[config.mk]
export PLATFORM = sky130hd
export DESIGN_NAME = fifo_shift_ram_reader_flat
export DESIGN_NICKNAME = d
export VERILOG_FILES = /design/src/rtl/fifo_shift_ram_reader_if.sv /design/src/rtl/fifo_shift_ram_reader.sv /design/src/flat_wrapper.sv
export SDC_FILE = /design/constraint.sdc
export NUM_CORES = 1
export LEC_CHECK = 0
export CAP_MARGIN = 20
export CORE_UTILIZATION = 55
export DETAILED_ROUTE_END_ITERATION = 8
export PLACE_DENSITY = 0.79
export SLEW_MARGIN = 20
export SYNTH_ARGS = -nofsm -noshare
export SYNTH_HDL_FRONTEND = slang
export SYNTH_SLANG_ARGS = --single-unit
[constraint.sdc]
create_clock -name clk -period 4.8 [get_ports clk]
set_input_delay 0.72 -clock clk [delete_from_list [all_inputs] [get_ports clk]]
set_output_delay 0.72 -clock clk [all_outputs]
set_load 0.02 [all_outputs]
[src/rtl/fifo_shift_ram_reader_if.sv]
// rtl/fifo_shift_ram_reader_if.sv - read request/response and RAM read-port bundle for the shift FIFO reader
interface fifo_shift_ram_reader_if #(
    parameter int DATA_W = 16
);
    logic              rd_req;
    logic [3:0]        rd_sel;
    logic              rd_busy;
    logic              rd_err;
    logic              rd_valid;
    logic [DATA_W-1:0] rd_data;
    logic              ram_re;
    logic [10:0]       addrb;
    logic [DATA_W-1:0] ram_dout;

    // Consumer side plus RAM model: issues requests, supplies read data
    modport master (
        output rd_req, rd_sel, ram_dout,
        input  rd_busy, rd_err, rd_valid, rd_data, ram_re, addrb
    );

    // Reader side: accepts requests, drives the RAM read port
    modport slave (
        input  rd_req, rd_sel, ram_dout,
        output rd_busy, rd_err, rd_valid, rd_data, ram_re, addrb
    );
endinterface

[src/rtl/fifo_shift_ram_reader.sv]
// rtl/fifo_shift_ram_reader.sv - per-level occupancy/pointer tracking and single-word read sequencing
module fifo_shift_ram_reader #(
    parameter int DATA_W = 16
) (
    input  logic                   clk,
    input  logic                   reset,
    input  logic [10:0]            push,
    output logic                   ovf_err,
    output logic [120:0]           raddr,
    fifo_shift_ram_reader_if.slave bus
);
    typedef enum logic [1:0] {IDLE, READ, WAIT, DONE} state_t;

    state_t      state;
    logic [3:0]  sel;
    logic [10:0] rp  [11];
    logic [7:0]  cnt [11];
    logic        req_ok;
    logic [10:0] req_rp;

    // Level base addresses are irregular, so they are tabulated
    function automatic logic [10:0] lvl_base(input int k);
        case (k)
            0:       return 11'd0;
            1:       return 11'd64;
            2:       return 11'd128;
            3:       return 11'd256;
            4:       return 11'd384;
            5:       return 11'd512;
            6:       return 11'd640;
            7:       return 11'd768;
            8:       return 11'd1024;
            9:       return 11'd1280;
            default: return 11'd1536;
        endcase
    endfunction

    function automatic logic [7:0] lvl_depth(input int k);
        return 8'(17 * (k + 1));
    endfunction

    function automatic logic [10:0] lvl_top(input int k);
        return lvl_base(k) + 11'(lvl_depth(k)) - 11'd1;
    endfunction

    // Look up the requested level without indexing past level 10
    always_comb begin
        req_ok = 1'b0;
        req_rp = '0;
        for (int k = 0; k < 11; k++) begin
            if (bus.rd_sel == 4'(k)) begin
                req_ok = (cnt[k] != 8'd0);
                req_rp = rp[k];
            end
        end
    end

    // Expose every level's read pointer as one packed vector
    always_comb begin
        raddr = '0;
        for (int k = 0; k < 11; k++) begin
            raddr[11*k +: 11] = rp[k];
        end
    end

    // Read sequencer plus per-level pointer/count bookkeeping
    always_ff @(posedge clk) begin
        if (reset) begin
            state        <= IDLE;
            sel          <= '0;
            bus.ram_re   <= 1'b0;
            bus.addrb    <= '0;
            bus.rd_busy  <= 1'b0;
            bus.rd_err   <= 1'b0;
            bus.rd_valid <= 1'b0;
            bus.rd_data  <= '0;
            ovf_err      <= 1'b0;
            for (int k = 0; k < 11; k++) begin
                rp[k]  <= lvl_base(k);
                cnt[k] <= 8'd0;
            end
        end else begin
            bus.rd_err   <= 1'b0;
            bus.rd_valid <= 1'b0;
            case (state)
                IDLE: begin
                    if (bus.rd_req) begin
                        if (req_ok) begin
                            sel         <= bus.rd_sel;
                            bus.ram_re  <= 1'b1;
                            bus.addrb   <= req_rp;
                            bus.rd_busy <= 1'b1;
                            state       <= READ;
                        end else begin
                            bus.rd_err  <= 1'b1;
                        end
                    end
                end
                READ: begin
                    bus.ram_re <= 1'b0;
                    bus.addrb  <= '0;
                    state      <= WAIT;
                end
                WAIT: begin
                    bus.rd_data  <= bus.ram_dout;
                    bus.rd_valid <= 1'b1;
                    state        <= DONE;
                end
                default: begin
                    bus.rd_busy <= 1'b0;
                    state       <= IDLE;
                end
            endcase

            // A push and a read on the same level cancel; a push into a full level is dropped and flagged
            for (int k = 0; k < 11; k++) begin
                logic dec;
                dec = (state == READ) && (sel == 4'(k));
                if (dec) begin
                    rp[k] <= (rp[k] == lvl_top(k)) ? lvl_base(k) : rp[k] + 11'd1;
                end
                case ({push[k], dec})
                    2'b10: begin
                        if (cnt[k] == lvl_depth(k)) ovf_err <= 1'b1;
                        else                        cnt[k]  <= cnt[k] + 8'd1;
                    end
                    2'b01:   cnt[k] <= cnt[k] - 8'd1;
                    default: ;
                endcase
            end
        end
    end
endmodule

[src/flat_wrapper.sv]
// flat-port wrapper written by rule: the top's interface ports become plain ports
module fifo_shift_ram_reader_flat 
#(
    parameter int DATA_W = 16
)
  (clk, reset, push, ovf_err, raddr, bus_rd_req, bus_rd_sel, bus_ram_dout, bus_rd_busy, bus_rd_err, bus_rd_valid, bus_rd_data, bus_ram_re, bus_addrb);
  fifo_shift_ram_reader_if #(.DATA_W(DATA_W)) bus_i ();
  input  logic clk;
  input  logic reset;
  input  logic [10:0] push;
  output logic ovf_err;
  output logic [120:0] raddr;
  input wire logic [$bits(bus_i.rd_req)-1:0] bus_rd_req;
  input wire logic [$bits(bus_i.rd_sel)-1:0] bus_rd_sel;
  input wire logic [$bits(bus_i.ram_dout)-1:0] bus_ram_dout;
  output wire logic [$bits(bus_i.rd_busy)-1:0] bus_rd_busy;
  output wire logic [$bits(bus_i.rd_err)-1:0] bus_rd_err;
  output wire logic [$bits(bus_i.rd_valid)-1:0] bus_rd_valid;
  output wire logic [$bits(bus_i.rd_data)-1:0] bus_rd_data;
  output wire logic [$bits(bus_i.ram_re)-1:0] bus_ram_re;
  output wire logic [$bits(bus_i.addrb)-1:0] bus_addrb;
  assign bus_i.rd_req = bus_rd_req;
  assign bus_i.rd_sel = bus_rd_sel;
  assign bus_i.ram_dout = bus_ram_dout;
  assign bus_rd_busy = bus_i.rd_busy;
  assign bus_rd_err = bus_i.rd_err;
  assign bus_rd_valid = bus_i.rd_valid;
  assign bus_rd_data = bus_i.rd_data;
  assign bus_ram_re = bus_i.ram_re;
  assign bus_addrb = bus_i.addrb;
  fifo_shift_ram_reader #(.DATA_W(DATA_W)) u_core (.clk(clk), .reset(reset), .push(push), .ovf_err(ovf_err), .raddr(raddr), .bus(bus_i));
endmodule
==> results.py <==
metrics = {
    "timing": {
        "rsz0062_at_grt": "no",
        "setup_ws_ns": 1.018,
        "finalMaxSlewViolations": 0,
        "finalHoldViolCount": 0,
        "fin_crit_sh": 0.7880,
        "worst_slew_pin_slew_ns": 1.051,
        "skew_ns": 0.01214,
        "setup_viol": 0,
        "fmax_mhz": 264.4,
        "max-slew-margin-rel": 0.2995,
        "period_minus_slack_ns": 3.782,
        "fin_tns_setup_ns": 0,
        "fin_hold_ws_ns": 0.4928,
    },
    "global_route": {
        "grt_pass1_vias": 12136,
        "overflow": 0,
        "grt_pass1_wl_mm": 65.47,
        "grt_max_degree": 42,
        "track_usage": 0.2886,
        "grt_antenna_before_repair": 0,
    },
    "die": {
        "ioPinCount": 187,
        "core_um2": 27250,
        "fp.dieArea_um2": 28730,
        "die_w_um": 169.5,
        "rows": 60,
        "die_h_um": 169.5,
        "initial_utilization": 0.5662,
    },
    "clock_tree": {
        "clock_latency_ns": 0.54,
        "cts-htree-levels": 1,
        "ctsResizeCount": 0,
        "cts_root_buf": "clkbuf_16",
        "cts_tree": "done",
        "cts_hold_buf": 0,
        "numCtsBuffers": 27,
        "cts_setup_buffers": 0,
        "clock-sinks": 247,
        "clkTransAtPathRegs_ns": 0.06,
        "cts_buffer_depth": 3,
    },
    "routing": {
        "via_per_inst": 6.050,
        "vias": 12898,
        "ant_nets": 0,
        "wirelength_mm": 41.41,
        "wl_per_cell_um": 19.42,
        "drc": 0,
        "drt_first_pass_iters": 6,
        "drt_iter0_drc": 1427,
    },
    "synthesis": {
        "yosys-top-cells-count": "nor2_1, edfxtp_1, xor2_1",
        "yosysMostFrequentCell": "nor2_1",
        "synth_top_area_cell": "edfxtp_1",
        "synth_flop_cell": "edfxtp_1",
        "synth_area_um2": 15430,
        "synth_warnings": 0,
        "synthCells": 1562,
        "synth_seq_cells": 247,
        "ys_seq_area_frac": 0.4560,
        "synth_nets": 1694,
        "synth_top_area_share": 0.4067,
        "async_flop_share": 0,
        "synth.distinct_cells": 71,
        "synth_edf_count": 209,
        "synthTopCellsByArea": "edfxtp_1, ha_1, nor2_1",
        "syn_avg_cell_area_um2": 9.878,
    },
    "critical_path": {
        "crit_path_max_fanout": 8,
        "critPathCaptureType": "register",
        "arrival_ns": 4.06,
        "r2r_slack_ns": 1.02,
        "critPathKind": "register to register",
        "crit_path_start_kind": "register",
        "required_ns": 5.08,
    },
    "place": {
        "port_buffers": 186,
        "dp_slack_ns": 0.9225,
        "dp_hpwl_mm": 30.79,
        "dp_cells": 2084,
        "placed_cell_area_um2": 17680,
        "gp_congestion": 0.9473,
    },
    "layout": {
        "final-instance-count-excl-fill": 2132,
        "nNetsFinal": 1873,
        "drive_above_1_share": 0.05057,
        "diodes": 0,
        "area_delta_synth_final_pct": 20.33,
        "design_area_um2": 18570,
        "final_util": 0.6813,
    },
    "run_status": {
        "status": "finished, final reports clean",
    },
    "power_and_ir_drop": {
        "vdd_drop_max_mv": 0.2633,
        "leakagePower_nw": 7.007,
        "p_per_area_nw_per_um2": 304.2,
        "power.total_mw": 5.649,
    },
    "min_path": {
        "hp-class": "register to register",
    },
    "flow_run": {
        "cap_violations": 0,
    },
}
[routing by layer]
layer,GRT usage,share of wire,vias up,routed length [µm]
li1,-,-,6009,-
met1,0.3954,0.41,6164,17100
met2,0.4700,0.47,629,19430
met3,0.03801,0.084,96,3470
met4,0.1046,0.034,0,1412
met5,0,0,-,0
[registers in the layout, indices dropped and copies added (netlist names)]
name and flops:
u_core.rp 121, u_core.bus.rd_valid 1, u_core.bus.rd_busy 1, u_core.state 2
u_core.cnt 88, u_core.bus.addrb 11, u_core.bus.ram_re 1, u_core.bus.rd_err 1
u_core.sel 4, u_core.bus.rd_data 16, u_core.ovf_err 1
[kinds of logic after synthesis]
group,Yosys count,synth area share
and+or+nand+nor,645,0.2056
AOI/OAI and AO/OA,256,0.1096
xor gates and xnor gates,158,0.08969
muxes,32,0.02238
buffers and inverters,126,0.03227
DFF,247,0.4560
adders and majority gates,98,0.08433
[critical path, cell delays in order (launching register included)]
cell and delay (ns):
dfxtp_1 0.33, inv_1 0.08, ha_1 0.31, nand2_1 0.10, nor2_1 0.23, nand2_1 0.25
nor3_1 0.76, ha_1 0.37, a21o_1 0.18, a21oi_1 0.21, o21bai_1 0.08, a21oi_1 0.21
o21ai_0 0.14, xnor2_1 0.20, nor2_1 0.06
[power breakdown]
part / leakage [nW] / switching (mW) / internal [mW]
clock: 0.435 / 0.853 / 1.24
sequential: 2.48 / 0.194 / 2.49
combinational: 4.10 / 0.495 / 0.375
total: 7.01 / 1.54 / 4.11
[final timing paths]
path                                      startpoint                            endpoint  cells past startpoint
hold / removal    u_core.bus.rd_data[0]$_SDFFE_PP0P_  u_core.bus.rd_data[0]$_SDFFE_PP0P_                      2
setup reg to reg        u_core.state[1]$_SDFFE_PP0P_      u_core.cnt[1][7]$_SDFFCE_PN0P_                     14
setup / recovery        u_core.state[1]$_SDFFE_PP0P_      u_core.cnt[1][7]$_SDFFCE_PN0P_                     14
hold reg to reg   u_core.bus.rd_data[0]$_SDFFE_PP0P_  u_core.bus.rd_data[0]$_SDFFE_PP0P_                      2
[cells in the final DEF, fill, tap and decap left out, types with 9 or more instances in the layout]
master / Yosys / routed
nor2_1: 258 / 258
edfxtp_1: 209 / 209
clkdlybuf4s50_1: 0 / 184
xor2_1: 94 / 94
ha_1: 88 / 88
a21oi_1: 82 / 82
nand3_1: 75 / 75
nand2_1: 72 / 72
inv_1: 71 / 71
xnor2_1: 64 / 64
o21ai_0: 46 / 45
nor3_1: 43 / 43
nand2b_1: 39 / 39
dfxtp_1: 38 / 38
mux2i_1: 30 / 30
clkbuf_16: 0 / 27
nor2b_1: 26 / 26
nand4_1: 24 / 24
a21o_1: 21 / 21
buf_4: 1 / 19
and3_1: 18 / 18
o21bai_1: 17 / 17
nor4_1: 17 / 16
or3_1: 15 / 15
a22oi_1: 12 / 12
or4_1: 11 / 11
fa_1: 10 / 10
o221ai_1: 9 / 9
[area by class of cell]
type / instances / area [µm²]
Sequential cell: 247 / 7037
Multi-Input combinational cell: 1189 / 7920
Timing Repair Buffer: 205 / 1994
Tap cell: 372 / 465.4
Fill cell: 2038 / 8685
Inverter: 71 / 266.5
Clock inverter: 14 / 141.4
Clock buffer: 34 / 742.0
No activity file was read; power rests on OpenSTA's default activity.
